--- config.mk ---
export PLATFORM = sky130hd
export DESIGN_NAME = fetch_sequencer
export DESIGN_NICKNAME = d
export VERILOG_FILES = /design/src/rtl/fetch_sequencer.sv
export SDC_FILE = /design/constraint.sdc
export NUM_CORES = 1
export LEC_CHECK = 0
export BUFFER_PORTS_ARGS = -buffer_cell sky130_fd_sc_hd__buf_2
export CAP_MARGIN = 10
export CORE_MARGIN = 2
export CORE_UTILIZATION = 54
export DETAILED_ROUTE_END_ITERATION = 10
export MAX_ROUTING_LAYER = met4
export PLACE_DENSITY = 0.79
export SLEW_MARGIN = 20
export SYNTH_ARGS = -nofsm -noshare
export SYNTH_HDL_FRONTEND = slang
export SYNTH_SLANG_ARGS = --single-unit
--- constraint.sdc ---
create_clock -name clk -period 3.13 [get_ports clk]
set_clock_uncertainty 0.1 [all_clocks]
set_input_delay 0.313 -clock clk [delete_from_list [all_inputs] [get_ports clk]]
set_output_delay 0.313 -clock clk [all_outputs]
set_load 0.02 [all_outputs]
--- src/rtl/fetch_sequencer.sv ---
// Instruction-fetch sequencer: issues fetch addresses to a 1-cycle-latency
// instruction memory and hands results to decode through a 2-entry buffer.
module fetch_sequencer #(
    parameter int                    ADDR_WIDTH = 3,
    parameter int                    DATA_WIDTH = 32,
    parameter logic [ADDR_WIDTH-1:0] RESET_PC   = '0
) (
    input  logic                  clk,
    input  logic                  reset,
    input  logic                  start,
    input  logic                  stop,
    input  logic                  redirect_valid,
    input  logic [ADDR_WIDTH-1:0] redirect_addr,
    output logic [ADDR_WIDTH-1:0] mem_address,
    output logic                  mem_req,
    input  logic [DATA_WIDTH-1:0] mem_instruction,
    output logic                  out_valid,
    input  logic                  out_ready,
    output logic [DATA_WIDTH-1:0] out_instruction,
    output logic [ADDR_WIDTH-1:0] out_pc,
    output logic                  busy
);

    typedef enum logic [1:0] {IDLE, FETCH, DRAIN} state_e;

    typedef struct packed {
        logic [ADDR_WIDTH-1:0] pc;
        logic [DATA_WIDTH-1:0] instr;
    } entry_t;

    state_e                state_q, state_d;
    logic [ADDR_WIDTH-1:0] pc_q, pc_d;
    logic [ADDR_WIDTH-1:0] addr_q, addr_d;
    logic                  inflight_q, inflight_d;
    logic [ADDR_WIDTH-1:0] inflight_pc_q, inflight_pc_d;
    entry_t                head_q, head_d;
    entry_t                tail_q, tail_d;
    logic [1:0]            count_q, count_d;

    logic       pop;
    logic       push;
    logic       redir;
    logic       issue;
    logic [2:0] occ;
    entry_t     resp;

    assign out_valid       = (count_q != 2'd0);
    assign out_instruction = head_q.instr;
    assign out_pc          = head_q.pc;
    assign busy            = (state_q != IDLE);

    assign pop   = out_valid & out_ready;
    assign redir = redirect_valid & (state_q != IDLE);

    // Slots committed after this cycle: what is held plus what is landing,
    // minus what decode takes now. Keeps the buffer from ever overflowing.
    assign occ   = 3'(count_q) + 3'(inflight_q) - 3'(pop);
    assign issue = (state_q == FETCH) & ~stop & ~redir & (occ < 3'd2);

    // A redirect squashes the read landing this cycle.
    assign push = inflight_q & ~redir;
    assign resp = '{pc: inflight_pc_q, instr: mem_instruction};

    assign mem_req     = issue;
    assign mem_address = issue ? pc_q : addr_q;

    always_comb begin
        state_d       = state_q;
        pc_d          = pc_q;
        addr_d        = addr_q;
        inflight_d    = issue;
        inflight_pc_d = inflight_pc_q;

        case (state_q)
            IDLE: begin
                if (start) begin
                    state_d = FETCH;
                    pc_d    = RESET_PC;
                end
            end
            FETCH: begin
                if (stop) state_d = DRAIN;
            end
            DRAIN: begin
                if ((count_q == 2'd0) && !inflight_q) state_d = IDLE;
            end
            default: state_d = IDLE;
        endcase

        if (issue) begin
            addr_d        = pc_q;
            inflight_pc_d = pc_q;
            pc_d          = pc_q + 1'b1;
        end
        if (redir) pc_d = redirect_addr;
    end

    always_comb begin
        head_d  = head_q;
        tail_d  = tail_q;
        count_d = count_q;

        case ({push, pop})
            2'b10: begin
                if (count_q == 2'd0) head_d = resp;
                else                 tail_d = resp;
                count_d = count_q + 2'd1;
            end
            2'b01: begin
                head_d  = tail_q;
                count_d = count_q - 2'd1;
            end
            2'b11: begin
                if (count_q == 2'd2) begin
                    head_d = tail_q;
                    tail_d = resp;
                end else begin
                    head_d = resp;
                end
            end
            default: ;
        endcase

        if (redir) count_d = 2'd0;
    end

    always_ff @(posedge clk or negedge reset) begin
        if (!reset) begin
            state_q       <= IDLE;
            pc_q          <= RESET_PC;
            addr_q        <= RESET_PC;
            inflight_q    <= 1'b0;
            inflight_pc_q <= '0;
            head_q        <= '0;
            tail_q        <= '0;
            count_q       <= 2'd0;
        end else begin
            state_q       <= state_d;
            pc_q          <= pc_d;
            addr_q        <= addr_d;
            inflight_q    <= inflight_d;
            inflight_pc_q <= inflight_pc_d;
            head_q        <= head_d;
            tail_q        <= tail_d;
            count_q       <= count_d;
        end
    end

endmodule

; Word-level counts from Yosys, hierarchy flattened
; Cells that the tools add are included.
; W data, S select, Z words.
[totals]
ff_bits = 84
elab_cells = 68
inputBits = 41
[classes]
magnitude_cmp = 1
bitwise = 8
n_reduce_logical = 15
n_addsub = 5
eq_ne = 12
muxes = 17
[op_table]
columns = cell, n
row1 = $mux W35, 4
row2 = $pmux W35 S3, 1
row3 = $pmux W35 S2, 1
row4 = $mux W3, 5
row5 = $ne A2 B2 Y1 const B, 6
row6 = $reduce_bool A3 Y1, 4
row7 = $eq A2 B2 Y1 const B, 4
row8 = $mux W2, 4
row9 = $and A1 B1 Y1, 6
row10 = $pmux W2 S3, 1
row11 = $reduce_and A3 Y1, 2
row12 = $reduce_bool A2 Y1, 3
row13 = $eq A2 B1 Y1 const B, 2
row14 = $logic_not A2 Y1, 2
row15 = $pmux W2 S2, 1
row16 = $reduce_and A2 Y1, 2
row17 = $add A2 B1 Y3, 1
row18 = $add A3 B1 Y3 const B, 1
row19 = $lt A3 B2 Y1 const B, 1
row20 = $sub A3 B1 Y3, 1
row21 = $add A2 B1 Y2 const B, 1
row22 = $not A1 Y1, 2
row23 = $sub A2 B1 Y2 const B, 1
row24 = $logic_and A1 B1 Y1, 1
row25 = $logic_not A1 Y1, 1

; Logic depth before layout (Yosys ltp)
[depth]
ltp_word = 7
depth_mapped = 10
mapped_depth_nobuf = 9

; Worst setup path before layout
; OpenSTA, ideal clock, no wires.
[synth_path]
kind = register to output
start = register count_q[0]
end = output mem_address[0]
arrival_ns = 2.316
path_buffers = 1
stages_incl_launch_ff = 10
slack_ns = 0.401
cell_sequence = dfrtp_1 -> buf_2 -> o21ai_2 -> inv_2 -> ha_1 -> nand2b_1 -> fa_1 -> xnor2_1 -> nand4_2 -> mux2_2
[synth_between]
elab_chain_len = 6
word_cells_on_any_way = 7
classes_between = add/sub: 2 / order compare: 1 / mux: 1 / bitwise: 2 / reduce/logical: 1
[synth_lines]
columns = element, line
row1 = "start, declared", 38  ; logic [1:0] count_q, count_d;
row2 = "start signal, assigned", 145  ; count_q <= count_d;
row3 = branches (longest 2 deep; another with $add A2 B1 Y3), n/a
row4 = $sub A3 B1 Y3 (*), 57  ; assign occ = 3'(count_q) + 3'(inflight_q) - 3'(pop);
row5 = $lt A3 B2 Y1 (*), 58  ; assign issue = (state_q == FETCH) & ~stop & ~redir & (occ < 3'd2);
row6 = $and A1 B1 Y1 (*), 58
row7 = $mux W3 (*), n/a
row8 = "end, declared", 14  ; output logic [ADDR_WIDTH-1:0] mem_address,
; Every way passes the cells marked *.

; Worst setup path after layout
; Ends and elaborated chain as after synthesis.

==> impl_metrics.json <==
{
  "ir_drop_mv": 0.436,
  "grt_max_degree": 85,
  "critPathSlowestCell": "dfrtp_2",
  "cp-end-kind": "primary output",
  "period_minus_slack_ns": 3.05,
  "path_delay_family": "adder cells",
  "yosysWarnings": 0,
  "viasPerCell": 5.65,
  "cts.path.max_buffers": 2,
  "ys_seq_area_frac": 0.577,
  "routedWlPerCell_microns": 16.7,
  "rows": 29,
  "start_kind": "flop",
  "fin_util": 0.693,
  "status": "completed",
  "port-buffer-count": 81,
  "grt_overflow": 0,
  "grt_antenna_before_repair": 0,
  "cap_violations": 0,
  "ant_nets": 0,
  "grt_pass1_vias": 2669,
  "netlist_area_sq_um": 3640,
  "synthesis.nets": 313,
  "netlist.area_leader.share": 0.577,
  "hp-start": "mem_instruction[29]",
  "synth_area_leaders": "dfrtp_1 58%, mux2_1 9.3%, o221a_1 7.4%",
  "clock-sinks": 84,
  "slew_headroom": 0.351,
  "wl_microns": 7500,
  "yosysTopAreaCell": "dfrtp_1",
  "clk_pin_slew_ns": 0.09,
  "setup_viol": 0,
  "area_growth_pct": 22.3,
  "finalSetupTns_ns": 0,
  "cp_num_buf_inv": 2,
  "place_hpwl_microns": 4680,
  "arrival_ns": 2.63,
  "p_sw_uw": 1580,
  "leakage_uw": 0.00223,
  "crit_type": "reg -> out",
  "grt_first_pass_wirelength_microns": 12600,
  "min_period_over_period": 0.973,
  "combPwrFrac": 0.422,
  "intPower_uw": 2730,
  "totalPowerFinal_uw": 4310,
  "clkPwrFrac": 0.156,
  "power_density_nw_per_um2": 968,
  "cts_tree": "done",
  "report.final.slew_viol_count": 0,
  "antenna_cells": 0,
  "gp_congestion": 0.827,
  "ys_types": 39,
  "drc_errors": 0,
  "most-common-layout-cells": "82 x dfrtp_1, 79 x buf_2, 31 x nand2b_1",
  "layout-drive-gt1-share": 0.399,
  "syn-instance-count": 269,
  "firstDrtPassIters": 4,
  "start_util": 0.567,
  "postLayoutCellArea_sq_um": 4450,
  "die_w_microns": 86.1,
  "power.share.switching": 0.366,
  "synthFlopType": "dfrtp_1",
  "syn-mean-instance-area_sq_um": 13.5,
  "fp.coreArea_sq_um": 6420,
  "tightest_slew_ns": 0.972,
  "dieHeight_microns": 86.1,
  "dp.cells": 416,
  "dieArea_sq_um": 7420,
  "nNetsFinal": 412,
  "synthArstFlopShare": 1.00,
  "clk_latency_ns": 0.34,
  "cpPeakStageDelay_ns": 0.45,
  "mostFrequentLayoutCell": "dfrtp_1",
  "worstHoldPathType": "in -> reg",
  "grt_usage": 0.224,
  "max_freq_mhz": 328,
  "ys_seq_elements": 84,
  "io_pins": 82,
  "synth-edff-count": 0,
  "required_ns": 2.72,
  "htreeDepth": 3,
  "vias": 2543,
  "fin_cells": 450,
  "drtIter0Drc": 112,
  "worstSetupStartpoint": "count_q[0]$_DFFE_PN0P_",
  "root_buffer": "clkbuf_8",
  "r2r-start": "count_q[0]$_DFFE_PN0P_",
  "crit_fanout": 6,
  "seqPwrFrac": 0.422,
  "cts_made_buffers": 9,
  "cp_cell_sequence": "o21ai_2 -> inv_2 -> ha_4 -> nand2b_4 -> fa_2 -> xnor2_2 -> nand4_4 -> mux2_4 -> buf_6",
  "finalHoldViolCount": 0,
  "dpl_cell_area_sq_um": 4080
}
[Yosys cell counts (5+ instances only)]
cell and instances:
nor2_1 5, buf_6 6, mux2_1 30, o21ai_0 11, inv_1 10, nand2_1 5, a22oi_1 6, dfrtp_1 84
nand2b_1 32, mux2_2 11, o221a_1 24, buf_2 7, o221a_2 5
[path summary, 6_finish.rpt]
path                                              endpoint  slack [ns]  cells after the start
max                                         mem_address[0]        0.08                      9
min                                 tail_q[29]$_DFFE_PN0P_        0.10                      2
max reg2reg                out_instruction[25]$_DFFE_PN0P_        0.14                     18
min reg2reg                         tail_q[23]$_DFFE_PN0P_        0.40                      1
max in group asynchronous           count_q[1]$_DFFE_PN0P_        1.88                      2
min in group asynchronous  out_instruction[29]$_DFFE_PN0P_        0.47                      2
[per-stage QoR]
| step | worst slack [ns] | hold slack [ns] |
|---|---|---|
| after floorplan | 0.401 | -0.0826 |
| after global routing | -0.000270 | 0.0777 |
| final | 0.0838 | 0.100 |
| after detailed placement | 0.163 | 0.383 |
| after global placement | 0.243 | 0.374 |
| after CTS | 0.0277 | 0.0827 |
[kinds of logic after synthesis]
family          after synthesis  synth area share
compound gates               59             0.147
xor+xnor                      2           0.00481
fa+ha+maj                     3            0.0124
buf+inv                      27            0.0436
flops                        84             0.577
mux                          42             0.130
simple gates                 52            0.0849
[per-layer routing]
| metal | up-vias | GRT usage | part of all wire |
|---|---|---|---|
| met5 | - | - | 0 |
| met4 | 0 | 0.0851 | 0.013 |
| met3 | 10 | 0.0462 | 0.046 |
| met2 | 66 | 0.353 | 0.49 |
| met1 | 1280 | 0.288 | 0.45 |
| li1 | 1187 | - | - |
[sequential cells by signal, indices dropped and copies added (netlist names)]
name / flops
addr_q: 3
count_q: 2
inflight_pc_q: 3
inflight_q: 1
out_instruction: 32
out_pc: 3
pc_q: 3
state_q: 2
tail_q: 35
[power by group through the flow]
stage | Clock [uW] | Sequential (uW) | Combinational, uW
floorplan | 0 | 2050 | 930
global placement | 0 | 1810 | 1620
detailed placement | 0 | 1830 | 1670
CTS | 694 | 1810 | 1810
global route | 740 | 1880 | 1970
finish | 672 | 1820 | 1820
[cell type report]
type | count | area (sq um)
Sequential cell | 84 | 2100
Fill cell | 487 | 1970
Multi-Input combinational cell | 158 | 1440
Timing Repair Buffer | 103 | 598
Clock buffer | 10 | 128
Tap cell | 77 | 96.3
Inverter | 12 | 48.8
Clock inverter | 6 | 40.0
[timing repair]
action,in CTS,in global routing
hold endpoints to repair,0,57
pin swaps,4,3
hold buffers,0,1
setup buffers,16,1
endpoints found under the setup margin,4,38
gates resized for setup,10,4
[worst reg2reg max path, stage by stage (launching register included)]
cell and delay, ns:
dfrtp_2 0.45, o21ai_2 0.16, inv_2 0.07, buf_4 0.13
buf_4 0.12, buf_4 0.12, buf_4 0.12, buf_4 0.12
buf_4 0.12, buf_4 0.12, buf_4 0.11, buf_4 0.12
buf_4 0.12, buf_4 0.12, buf_4 0.14, a41oi_4 0.19
buf_12 0.23, nand2b_1 0.11, o221a_1 0.12
No activity file was read; power rests on OpenSTA's default activity.
